## config.mk

```make
export PLATFORM = sky130hd
export DESIGN_NAME = mem_bus_arbiter
export DESIGN_NICKNAME = d
export VERILOG_FILES = /design/src/rtl/mem_bus_arbiter.sv
export SDC_FILE = /design/constraint.sdc
export NUM_CORES = 1
export LEC_CHECK = 0
export BUFFER_PORTS_ARGS = -buffer_cell sky130_fd_sc_hd__buf_2
export CORE_MARGIN = 5
export CORE_UTILIZATION = 49
export DETAILED_ROUTE_END_ITERATION = 7
export GPL_TIMING_DRIVEN = 0
export PLACE_DENSITY = 0.91
export SLEW_MARGIN = 20
export SYNTH_ARGS = -nofsm -noshare
export SYNTH_HDL_FRONTEND = slang
export SYNTH_SLANG_ARGS = --single-unit
```

## constraint.sdc

```tcl
create_clock -name clk -period 4.35 [get_ports clk]
set_input_delay 0.87 -clock clk [delete_from_list [all_inputs] [get_ports clk]]
set_output_delay 0.87 -clock clk [all_outputs]
set_load 0.005 [all_outputs]
```

## src/rtl/mem_bus_arbiter.sv

```systemverilog
// mem_bus_arbiter: two-requester arbiter for a shared cache-line memory bus.
// Requests are granted round-robin from IDLE. A write streams BEATS beats to
// memory, each beat registered one cycle behind its wack. A read issues one
// READ_LINE cycle and then collects BEATS RESPONSE beats.
// Optional feature: define MEM_ARB_TIMEOUT_EN to add a read watchdog. It ends a
// read that stalls for TIMEOUT cycles, pulses done to the owner and raises err.
module mem_bus_arbiter #(
    parameter int ADDR_W  = 16,
    parameter int DATA_W  = 16,
    parameter int BEATS   = 8,
    parameter int TIMEOUT = 255
) (
    input  logic              clk,
    input  logic              reset,
    input  logic [1:0]        m0_cmd,
    input  logic [1:0]        m1_cmd,
    input  logic [ADDR_W-1:0] m0_addr,
    input  logic [ADDR_W-1:0] m1_addr,
    input  logic [DATA_W-1:0] m0_wdata,
    input  logic [DATA_W-1:0] m1_wdata,
    output logic              m0_grant,
    output logic              m1_grant,
    output logic              m0_wack,
    output logic              m1_wack,
    output logic              m0_rvalid,
    output logic              m1_rvalid,
    output logic [DATA_W-1:0] rdata,
    output logic              m0_done,
    output logic              m1_done,
    output logic [1:0]        mem_cmd_out,
    output logic [ADDR_W-1:0] mem_addr,
    output logic [DATA_W-1:0] mem_wdata,
    output logic              mem_drive,
    input  logic [1:0]        mem_cmd_in,
    input  logic [DATA_W-1:0] mem_rdata
`ifdef MEM_ARB_TIMEOUT_EN
    ,
    output logic              err
`endif
);

    localparam logic [1:0] CMD_NOP        = 2'd0;
    localparam logic [1:0] CMD_RESPONSE   = 2'd1;
    localparam logic [1:0] CMD_READ_LINE  = 2'd2;
    localparam logic [1:0] CMD_WRITE_LINE = 2'd3;
    localparam int         CNT_W          = $clog2(BEATS);

    typedef enum logic [2:0] {
        ST_IDLE,
        ST_WRITE,
        ST_ISSUE,
        ST_WAIT,
        ST_READ
    } state_t;

    state_t           state;
    state_t           state_next;
    logic             owner;       // 0 = requester 0, 1 = requester 1
    logic             last_grant;  // requester granted most recently
    logic             trail;       // WRITE: trailing beat cycle after the last wack
    logic [CNT_W-1:0] beat_cnt;
    logic [1:0]       grant_q;
    logic [1:0]       rvalid_q;
    logic [1:0]       done_q;
    logic [1:0]       owner_oh;
    logic             req0;
    logic             req1;
    logic             pick1;
    logic             any_req;
    logic [1:0]       win_cmd;
    logic             resp;
    logic             last_beat;
    logic             in_read;
    logic             time_out;

    assign req0      = (m0_cmd != CMD_NOP);
    assign req1      = (m1_cmd != CMD_NOP);
    assign any_req   = req0 | req1;
    // On contention the requester not granted last wins.
    assign pick1     = req1 && (!req0 || !last_grant);
    assign win_cmd   = pick1 ? m1_cmd : m0_cmd;
    assign resp      = (mem_cmd_in == CMD_RESPONSE);
    assign last_beat = (beat_cnt == CNT_W'(BEATS - 1));
    assign in_read   = (state == ST_WAIT) || (state == ST_READ);
    assign owner_oh  = owner ? 2'b10 : 2'b01;

`ifdef MEM_ARB_TIMEOUT_EN
    localparam int TO_W = $clog2(TIMEOUT + 1);

    logic [TO_W-1:0] to_cnt;

    assign time_out = in_read && !resp && (to_cnt == TO_W'(TIMEOUT - 1));

    // Watchdog: counts stalled WAIT/READ cycles, cleared by every RESPONSE beat.
    always_ff @(posedge clk or posedge reset) begin
        if (reset) begin
            to_cnt <= '0;
        end else if (in_read && !resp && !time_out) begin
            to_cnt <= to_cnt + TO_W'(1);
        end else begin
            to_cnt <= '0;
        end
    end
`else
    assign time_out = 1'b0;
`endif

    // State register.
    // NOTE: clocked state uses non-blocking assignments so every flop samples
    // pre-edge values regardless of block ordering.
    always_ff @(posedge clk or posedge reset) begin
        if (reset) begin
            state <= ST_IDLE;
        end else begin
            state <= state_next;
        end
    end

    // Next-state logic.
    always_comb begin
        state_next = state;
        case (state)
            ST_IDLE: begin
                if (any_req) begin
                    state_next = (win_cmd == CMD_WRITE_LINE) ? ST_WRITE : ST_ISSUE;
                end
            end
            ST_WRITE: begin
                if (trail) begin
                    state_next = ST_IDLE;
                end
            end
            ST_ISSUE: state_next = ST_WAIT;
            ST_WAIT, ST_READ: begin
                if (resp) begin
                    state_next = last_beat ? ST_IDLE : ST_READ;
                end else if (time_out) begin
                    state_next = ST_IDLE;
                end
            end
            default: state_next = ST_IDLE;
        endcase
    end

    // Bus-side outputs decoded from the current state.
    // NOTE: every output gets a default before the case so no path leaves it
    // unassigned, which would infer a latch.
    always_comb begin
        mem_drive   = 1'b0;
        mem_cmd_out = CMD_NOP;
        m0_wack     = 1'b0;
        m1_wack     = 1'b0;
        case (state)
            ST_WRITE: begin
                mem_drive   = 1'b1;
                mem_cmd_out = CMD_WRITE_LINE;
                if (!trail) begin
                    m0_wack = !owner;
                    m1_wack = owner;
                end
            end
            ST_ISSUE: begin
                mem_drive   = 1'b1;
                mem_cmd_out = CMD_READ_LINE;
            end
            default: ;
        endcase
    end

    // Datapath: grant latching, beat counting, data registers and status pulses.
    always_ff @(posedge clk or posedge reset) begin
        if (reset) begin
            owner      <= 1'b0;
            last_grant <= 1'b1;
            trail      <= 1'b0;
            beat_cnt   <= '0;
            grant_q    <= '0;
            rvalid_q   <= '0;
            done_q     <= '0;
            mem_addr   <= '0;
            mem_wdata  <= '0;
            rdata      <= '0;
`ifdef MEM_ARB_TIMEOUT_EN
            err        <= 1'b0;
`endif
        end else begin
            grant_q  <= '0;
            rvalid_q <= '0;
            done_q   <= '0;
`ifdef MEM_ARB_TIMEOUT_EN
            err      <= 1'b0;
`endif
            case (state)
                ST_IDLE: begin
                    if (any_req) begin
                        grant_q    <= pick1 ? 2'b10 : 2'b01;
                        owner      <= pick1;
                        last_grant <= pick1;
                        mem_addr   <= pick1 ? m1_addr : m0_addr;
                    end
                end
                ST_WRITE: begin
                    if (!trail) begin
                        mem_wdata <= owner ? m1_wdata : m0_wdata;
                        beat_cnt  <= beat_cnt + CNT_W'(1);
                        if (last_beat) begin
                            trail <= 1'b1;
                        end
                    end else begin
                        trail  <= 1'b0;
                        done_q <= owner_oh;
                    end
                end
                ST_WAIT, ST_READ: begin
                    if (resp) begin
                        rdata    <= mem_rdata;
                        rvalid_q <= owner_oh;
                        beat_cnt <= beat_cnt + CNT_W'(1);
                        if (last_beat) begin
                            done_q <= owner_oh;
                        end
                    end else if (time_out) begin
                        done_q   <= owner_oh;
                        beat_cnt <= '0;
`ifdef MEM_ARB_TIMEOUT_EN
                        err      <= 1'b1;
`endif
                    end
                end
                default: ;
            endcase
        end
    end

    assign m0_grant  = grant_q[0];
    assign m1_grant  = grant_q[1];
    assign m0_rvalid = rvalid_q[0];
    assign m1_rvalid = rvalid_q[1];
    assign m0_done   = done_q[0];
    assign m1_done   = done_q[1];

endmodule

```

==> summary.md, run 1 <==
| Metric | Value |
|---|---|
| Final setup TNS | `0 ns` |
| Initial antenna violation count | `0` |
| Register Area | `0.001578 sq mm` |
| Footprint of the multi-input gates | `0.001227 sq mm` |
| Critical Path Max Stage Delay | `slightly above 0.5 ns` |
| Synth cell types | `36` |
| Gate power share | `0.428` |
| # fillers | `approximately 450` |
| Grt ovf | `0` |
| Max Cap Violations | `0` |
| Residual DRC | `0` |
| Die W | `a little under 90 microns` |
| Layout area overhead | `37.29%` |
| Worst-Margin Slew | `~0.7 ns` |
| Largest net degree at the start of global routing | `36` |
| Outcome | `complete, no violations` |
| Sequential-to-total area share from yosys stat | `0.5405` |
| Post-Synth Adder-Cell Area | `0.008573` |
| Post-Route WL | `7.721 mm` |
| Syn Inst Count | `around 250` |
| Reg power frac | `0.360` |
| Post-DRT Antenna Nets | `0` |
| DR iter-0 viols | `76` |
| Die Area | `0.007601 sq mm` |
| Synth Net Count | `around 340` |
| Clock Skews | `0.006852 ns` |
| Nets | `501` |
| Post-synthesis register bit count | `63` |
| Num CTS Buffers | `9` |
| Most frequent cells in the layout | `156 x buf_2, 62 x dfrtp_1, 36 x nor2_1` |
| Final Power | `about 2800 uW` |
| Hold_buf cts | `0` |
| Worst-Skew Late Latency | `around 0.32 ns` |
| Routed len/inst | `about 16 microns` |
| First-pass GRT wire length | `12.28 mm` |
| HPWL Detailed | `between 5 and 6 mm` |
| NetSw | `between 900 and 1000 uW` |
| WP data arrival | `between 1.5 and 2 ns` |
| Synth Area in Compound Gates | `0.09901` |
| ANT cells | `0` |
| Sw Ratio | `0.3462` |
| H-Tree Depth | `3` |
| Syn_area_per_cell | `around 12 sq um` |
| Clk pin slew, worst setup/hold paths | `around 0.070 ns` |
| Post-CTS Setup Bufs | `0` |
| PD cells | `roughly 700 mW/mm^2` |
| TritonCTS Sinks | `63` |
| Largest family of logic cells by synthesized area | `multiplexers` |
| Post-Synth XOR/XNOR Area | `0.006001` |
| Vias in the first global route | `around 2600` |
| Clk pwr share | `0.212` |
| CP required | `about 3.5 ns` |
| Peak supply drop | `about 360 uV` |
| Starting Density | `0.4989` |
| Final hold vios | `0` |
| Cell row count | `28` |
| GP Congestion | `0.8805` |
| Leak Pwr | `just over 0.002 uW` |
| Gr usage total | `0.2075` |
| CTS tree | `yes` |
| Final period utilization | `0.5808` |
| Post-synthesis cell area | `~0.003 sq mm` |
| # port buffers | `~150` |
| Clock period minus worst slack | `~2.5 ns` |
| Worst Setup Start Kind | `register` |
| Die Ht | `87.19 microns` |
| Crit path cell chain | `clkbuf_1 -> inv_1 -> and2_1 -> buf_2` |
| Top cells by area, synth | `dfrtp_1 53%, mux2i_1 11%, a21oi_1 5.8%, mux2_4 5.1%, nor2_1 4.6%` |
| Largest area contributor in the synthesized netlist | `dfrtp_1` |
| Final setup viols | `0` |
| TritonRoute pass-1 iters | `4` |
| Core Area | `0.005851 sq mm` |
| Vias per cell | `5.039` |
| Fraction of layout cells with a size suffix above 1 | `0.4808` |
| RSZ-0062 raised after global routing | `false` |
| Worst Path Max Fanout | `10` |
| Synth Area in Simple Gates | `0.1114` |
| Max clock buf depth | `2` |
| Gates resized, CTS repair | `0` |
| Most common cell after layout, fill and taps aside | `buf_2` |
| Kind of critical path | `register to output port` |
| Worst slew margin | `0.5283` |
| Critical Path Sink Type | `output port` |
| Slew Viols, Final | `0` |
| Root buf cell | `clkbuf_8` |
| Pint | `1834 uW` |
| Via count | `about 2500` |
| Synth warn | `0` |
| # IOs | `~150` |
| Post-synth top area share | `0.5315` |
| Hold Crit Class | `register to register` |
| Slowest CP cell | `clkbuf_1` |
| Mux cell area share after synthesis | `0.1955` |
| Peak Freq | `between 0.3 and 0.4 GHz` |
-- sequential cells by signal, indices dropped and copies added, names as in the netlist --
name,count
beat_cnt,3
state,3
mem_wdata,16
done_q,2
rdata,16
mem_addr,16
last_grant,1
owner,1
rvalid_q,2
trail,1
grant_q,2
-- synthesized netlist by cell type --
cell type   n
dfrtp_1    62
nor2_1     36
a21oi_1    34
mux2i_1    33
buf_2      10
mux2_4     10
mux2_2      8
nand2_1     6
o21ai_0     5
and2_1      4
clkbuf_1    4
inv_1       4
nor2b_1     4
a32oi_1     3
nand2b_1    3
nor3_1      3
and3_1      2
ha_1        2
o211ai_1    2
xnor2_1     2
a22o_1      1
and2_4      1
buf_4       1
buf_6       1
buf_8       1
dfstp_2     1
nand3_1     1
nand3b_1    1
nor3b_1     1
nor3b_2     1
nor4_1      1
nor4b_4     1
o21bai_1    1
o21bai_4    1
o2bb2ai_1   1
o41ai_1     1
-- path summary, 6_finish.rpt --
| check | startpoint | endpoint | slack [ns] | cells after the start |
|---|---|---|---|---|
| setup / recovery | owner | m0_wack | 1.82 | 4 |
| hold / removal | beat_cnt[0] | beat_cnt[0] | 0.48 | 1 |
| setup reg to reg | state[1] | rdata[0] | 2.44 | 6 |
| hold reg to reg | beat_cnt[0] | beat_cnt[0] | 0.48 | 1 |
| max in group asynchronous | reset | last_grant | 3.26 | 3 |
| min in group asynchronous | reset | mem_addr[13] | 0.53 | 2 |
-- critical path: cells and delay by family (launching register included) --
kind	cells	cell delay [ns]
and+or+nand+nor	1	0.18
buffers and inverters	3	0.82
DFF	1	0.35
-- per-stage QoR --
| step | area [sq um] | hold WS, ns | cells | util | worst slack (ns) |
|---|---|---|---|---|---|
| finish | 4008 | 0.4786 | 491 | 0.6850 | 1.823 |
| detailed placement | 3766 | 0.4730 | 475 | 0.6437 | 1.965 |
| floorplan | 2919 | 0.4528 | 253 | - | 1.912 |
| global placement | 3744 | 0.4686 | 474 | 0.6399 | 1.233 |
| CTS | 4008 | 0.4872 | 491 | 0.6850 | 1.804 |
| global route | 4008 | 0.5164 | 491 | 0.6850 | 1.686 |
-- routing by layer --
metal  vias to the layer above  share of wire  GRT usage
met2                       106           0.51     0.3734
met4                         0         0.0060    0.05439
met3                         4          0.095    0.05487
li1                       1191              -          -
met5                         -              0          0
met1                      1173           0.39     0.2449
-- power by group through the flow --
stage	registers [uW]	clock network, uW	logic (uW)
floorplan	1030	0	725
global placement	999	0	1160
detailed placement	1010	0	1220
CTS	1010	604	1220
global route	1040	631	1330
finish	1010	595	1200
-- logic make-up after synthesis --
| kind of cell | after synthesis |
|---|---|
| buf+inv | 21 |
| flops | 63 |
| fa+ha+maj | 2 |
| simple gates | 65 |
| mux | 51 |
| xor+xnor | 2 |
| compound gates | 49 |
-- final cells by class --
type | instances | share of cell area
clock inverters | 4 | 0.01904
plain buffers | 17 | 0.02466
multi-input cells | 169 | 0.3063
flip-flops and latches | 63 | 0.3937
well taps | 75 | 0.02342
clock buffers | 12 | 0.04121
inverters | 4 | 0.004371
repair buffers | 147 | 0.1873
No activity file was read; power rests on OpenSTA's default activity.
==> inputs of run 2 (changes only) <==
CORE_UTILIZATION = 41   (was 49)
PLACE_DENSITY = 0.82   (was 0.91)
clock period = 2.05 ns   (was 4.35 ns; I/O delays follow)
==> run 2 against run 1 <==
Count of clock-buffer cells in the layout is 1 lower. Clock power increased by 78%. Cell area fell by 0.12%. First-iteration DRC count decreased by 43%. Register-to-register slack worse by 2.3 ns. Sequential power rose by 120%. Critical path type unchanged. Critical endpoint is now mem_cmd_out[1].
==> summary.md, run 2 (synthesis gave the netlist of run 1 again) <==
| Metric | Value |
|---|---|
| Outcome | `complete, no violations` |
| Root buf cell | `clkbuf_8` |
| Most frequent cells in the layout | `156 x buf_2, 62 x dfrtp_1, 36 x nor2_1` |
| CTS tree | `yes` |
| Clock Skews | `~0.0067 ns` |
| H-Tree Depth | `3` |
| Gr usage total | `0.1741` |
| Hold Crit Class | `input port to asynchronous set/reset pin` |
| Grt ovf | `0` |
| # fillers | `611` |
| Final Power | `5737 uW` |
| Post-layout util | `0.5827` |
| Worst-Skew Late Latency | `roughly 0.33 ns` |
| Max clock buf depth | `2` |
| Starting Density | `0.4250` |
| TritonRoute pass-1 iters | `4` |
| Vias per cell | `4.795` |
| DR iter-0 viols | `43` |
| Peak Freq | `0.5162 GHz` |
| First-pass GRT wire length | `approximately 12 mm` |
| Via count | `~2500` |
| Max Cap Violations | `0` |
| Final setup TNS | `0 ns` |
| PD cells | `between 1000 and 1500 mW/mm^2` |
| Num CTS Buffers | `9` |
| Leak Pwr | `a little over 0.002 uW` |
| Critical Path Sink Type | `output port` |
| Layout area overhead | `37.12%` |
| Crit path cell chain | `buf_2 -> xnor2_1 -> nor2_1 -> buf_4 -> buf_2` |
| HPWL Detailed | `between 5 and 6 mm` |
| TritonCTS Sinks | `between 60 and 70` |
| Largest net degree at the start of global routing | `37` |
| CP required | `roughly 1.6 ns` |
| # IOs | `approximately 150` |
| Core Area | `0.006869 sq mm` |
| Critical Path Max Stage Delay | `~0.5 ns` |
| Most used cell, CP | `buf_2` |
| GP Congestion | `0.8050` |
| ANT cells | `0` |
| Worst Setup Start Kind | `register` |
| Nets | `roughly 500` |
| RSZ-0062 raised after global routing | `false` |
| Worst Path Max Fanout | `10` |
| Residual DRC | `0` |
| Die Area | `0.008907 sq mm` |
| Hold_ws | `~0.067 ns` |
| Clock period minus worst slack | `~1.9 ns` |
| WP data arrival | `~1.5 ns` |
| Slew Viols, Final | `0` |
| Worst slew margin | `0.5346` |
| Routed len/inst | `14.76 microns` |
| Slowest CP cell | `dfrtp_1` |
| Peak supply drop | `around 630 uV` |
| # port buffers | `approximately 150` |
| Die Ht | `94.38 microns` |
| Cell family with most CP delay | `buffers and inverters` |
| Final period utilization | `0.9450` |
| Post-Route WL | `between 7 and 8 mm` |
| Fraction of layout cells with a size suffix above 1 | `0.4856` |
| Final setup viols | `0` |
| Cell row count | `30` |
| Post-DRT Antenna Nets | `0` |
| Initial antenna violation count | `0` |
| Die W | `94.38 microns` |
| Kind of critical path | `register to output port` |
| Clk pin slew, worst setup/hold paths | `roughly 0.07 ns` |
| Vias in the first global route | `approximately 2600` |
| Final hold vios | `0` |
| Most common cell after layout, fill and taps aside | `buf_2` |
| Worst-Margin Slew | `0.6981 ns` |
| Largest regs | `mem_addr (16), mem_wdata (16), rdata (16)` |
| Worst path bufs/invs | `3` |
==> run 2: cell types whose count changed in the layout (fill, tap and decap cells not counted), sizes merged <==
| cell | previous run | this run |
|---|---|---|
| buf | 160 | 162 |
| clkinvlp | 1 | 0 |
| clkbuf | 16 | 14 |
| bufinv | 2 | 1 |
| clkinv | 1 | 3 |
==> run 2: repair_timing <==
action	in CTS	in global routing
setup buffers	2	0
hold buffers	0	0
hold endpoints to repair	0	0
setup endpoints to repair	2	1
pin swaps	1	0
gates resized for setup	0	1
==> run 2: cell type report <==
type                    instances  area [sq um]  area share
flip-flops and latches         63          1578      0.3942
multi-input cells             169          1230      0.3073
repair buffers                149         765.7      0.1913
clock buffers                  11         151.4     0.03782
well taps                      96         120.1     0.03001
plain buffers                  16         95.09     0.02376
clock inverters                 4         45.04     0.01125
inverters                       4         17.52    0.004376
==> run 2: path summary, 6_finish.rpt <==
check                      depth (start not counted)             end          from  slack [ns]
max                                                5  mem_cmd_out[1]      state[1]        0.11
min                                                2       rdata[14]         reset        0.07
max reg2reg                                        6       rdata[15]      state[1]        0.15
min reg2reg                                        1     beat_cnt[0]   beat_cnt[0]        0.48
max in group asynchronous                          3      last_grant         reset        1.41
min in group clk                                   2        rdata[0]  mem_rdata[0]        0.31
==> run 2: stage by stage <==
stage	setup slack, ns	std cells	area [sq um]
after floorplan	0.07191	253	2919
after global placement	-0.6750	495	3770
after detailed placement	0.1182	496	3792
after CTS	0.01994	512	4000
after global routing	0.002188	512	4003
final	0.1128	512	4003
==> run 2: metal layers <==
metal | wire length, microns | GRT usage | up-vias | share of wire
li1 | - | - | 1192 | -
met1 | 3018 | 0.2048 | 1157 | 0.40
met2 | 3760 | 0.3008 | 98 | 0.50
met3 | 681 | 0.05020 | 8 | 0.090
met4 | 94 | 0.06619 | 0 | 0.012
met5 | 0 | 0 | - | 0
==> run 2: where the power goes <==
group | internal [uW] | total [uW] | switching, uW
clock | 615 | 1060 | 447
sequential | 1820 | 2180 | 353
combinational | 1300 | 2500 | 1200
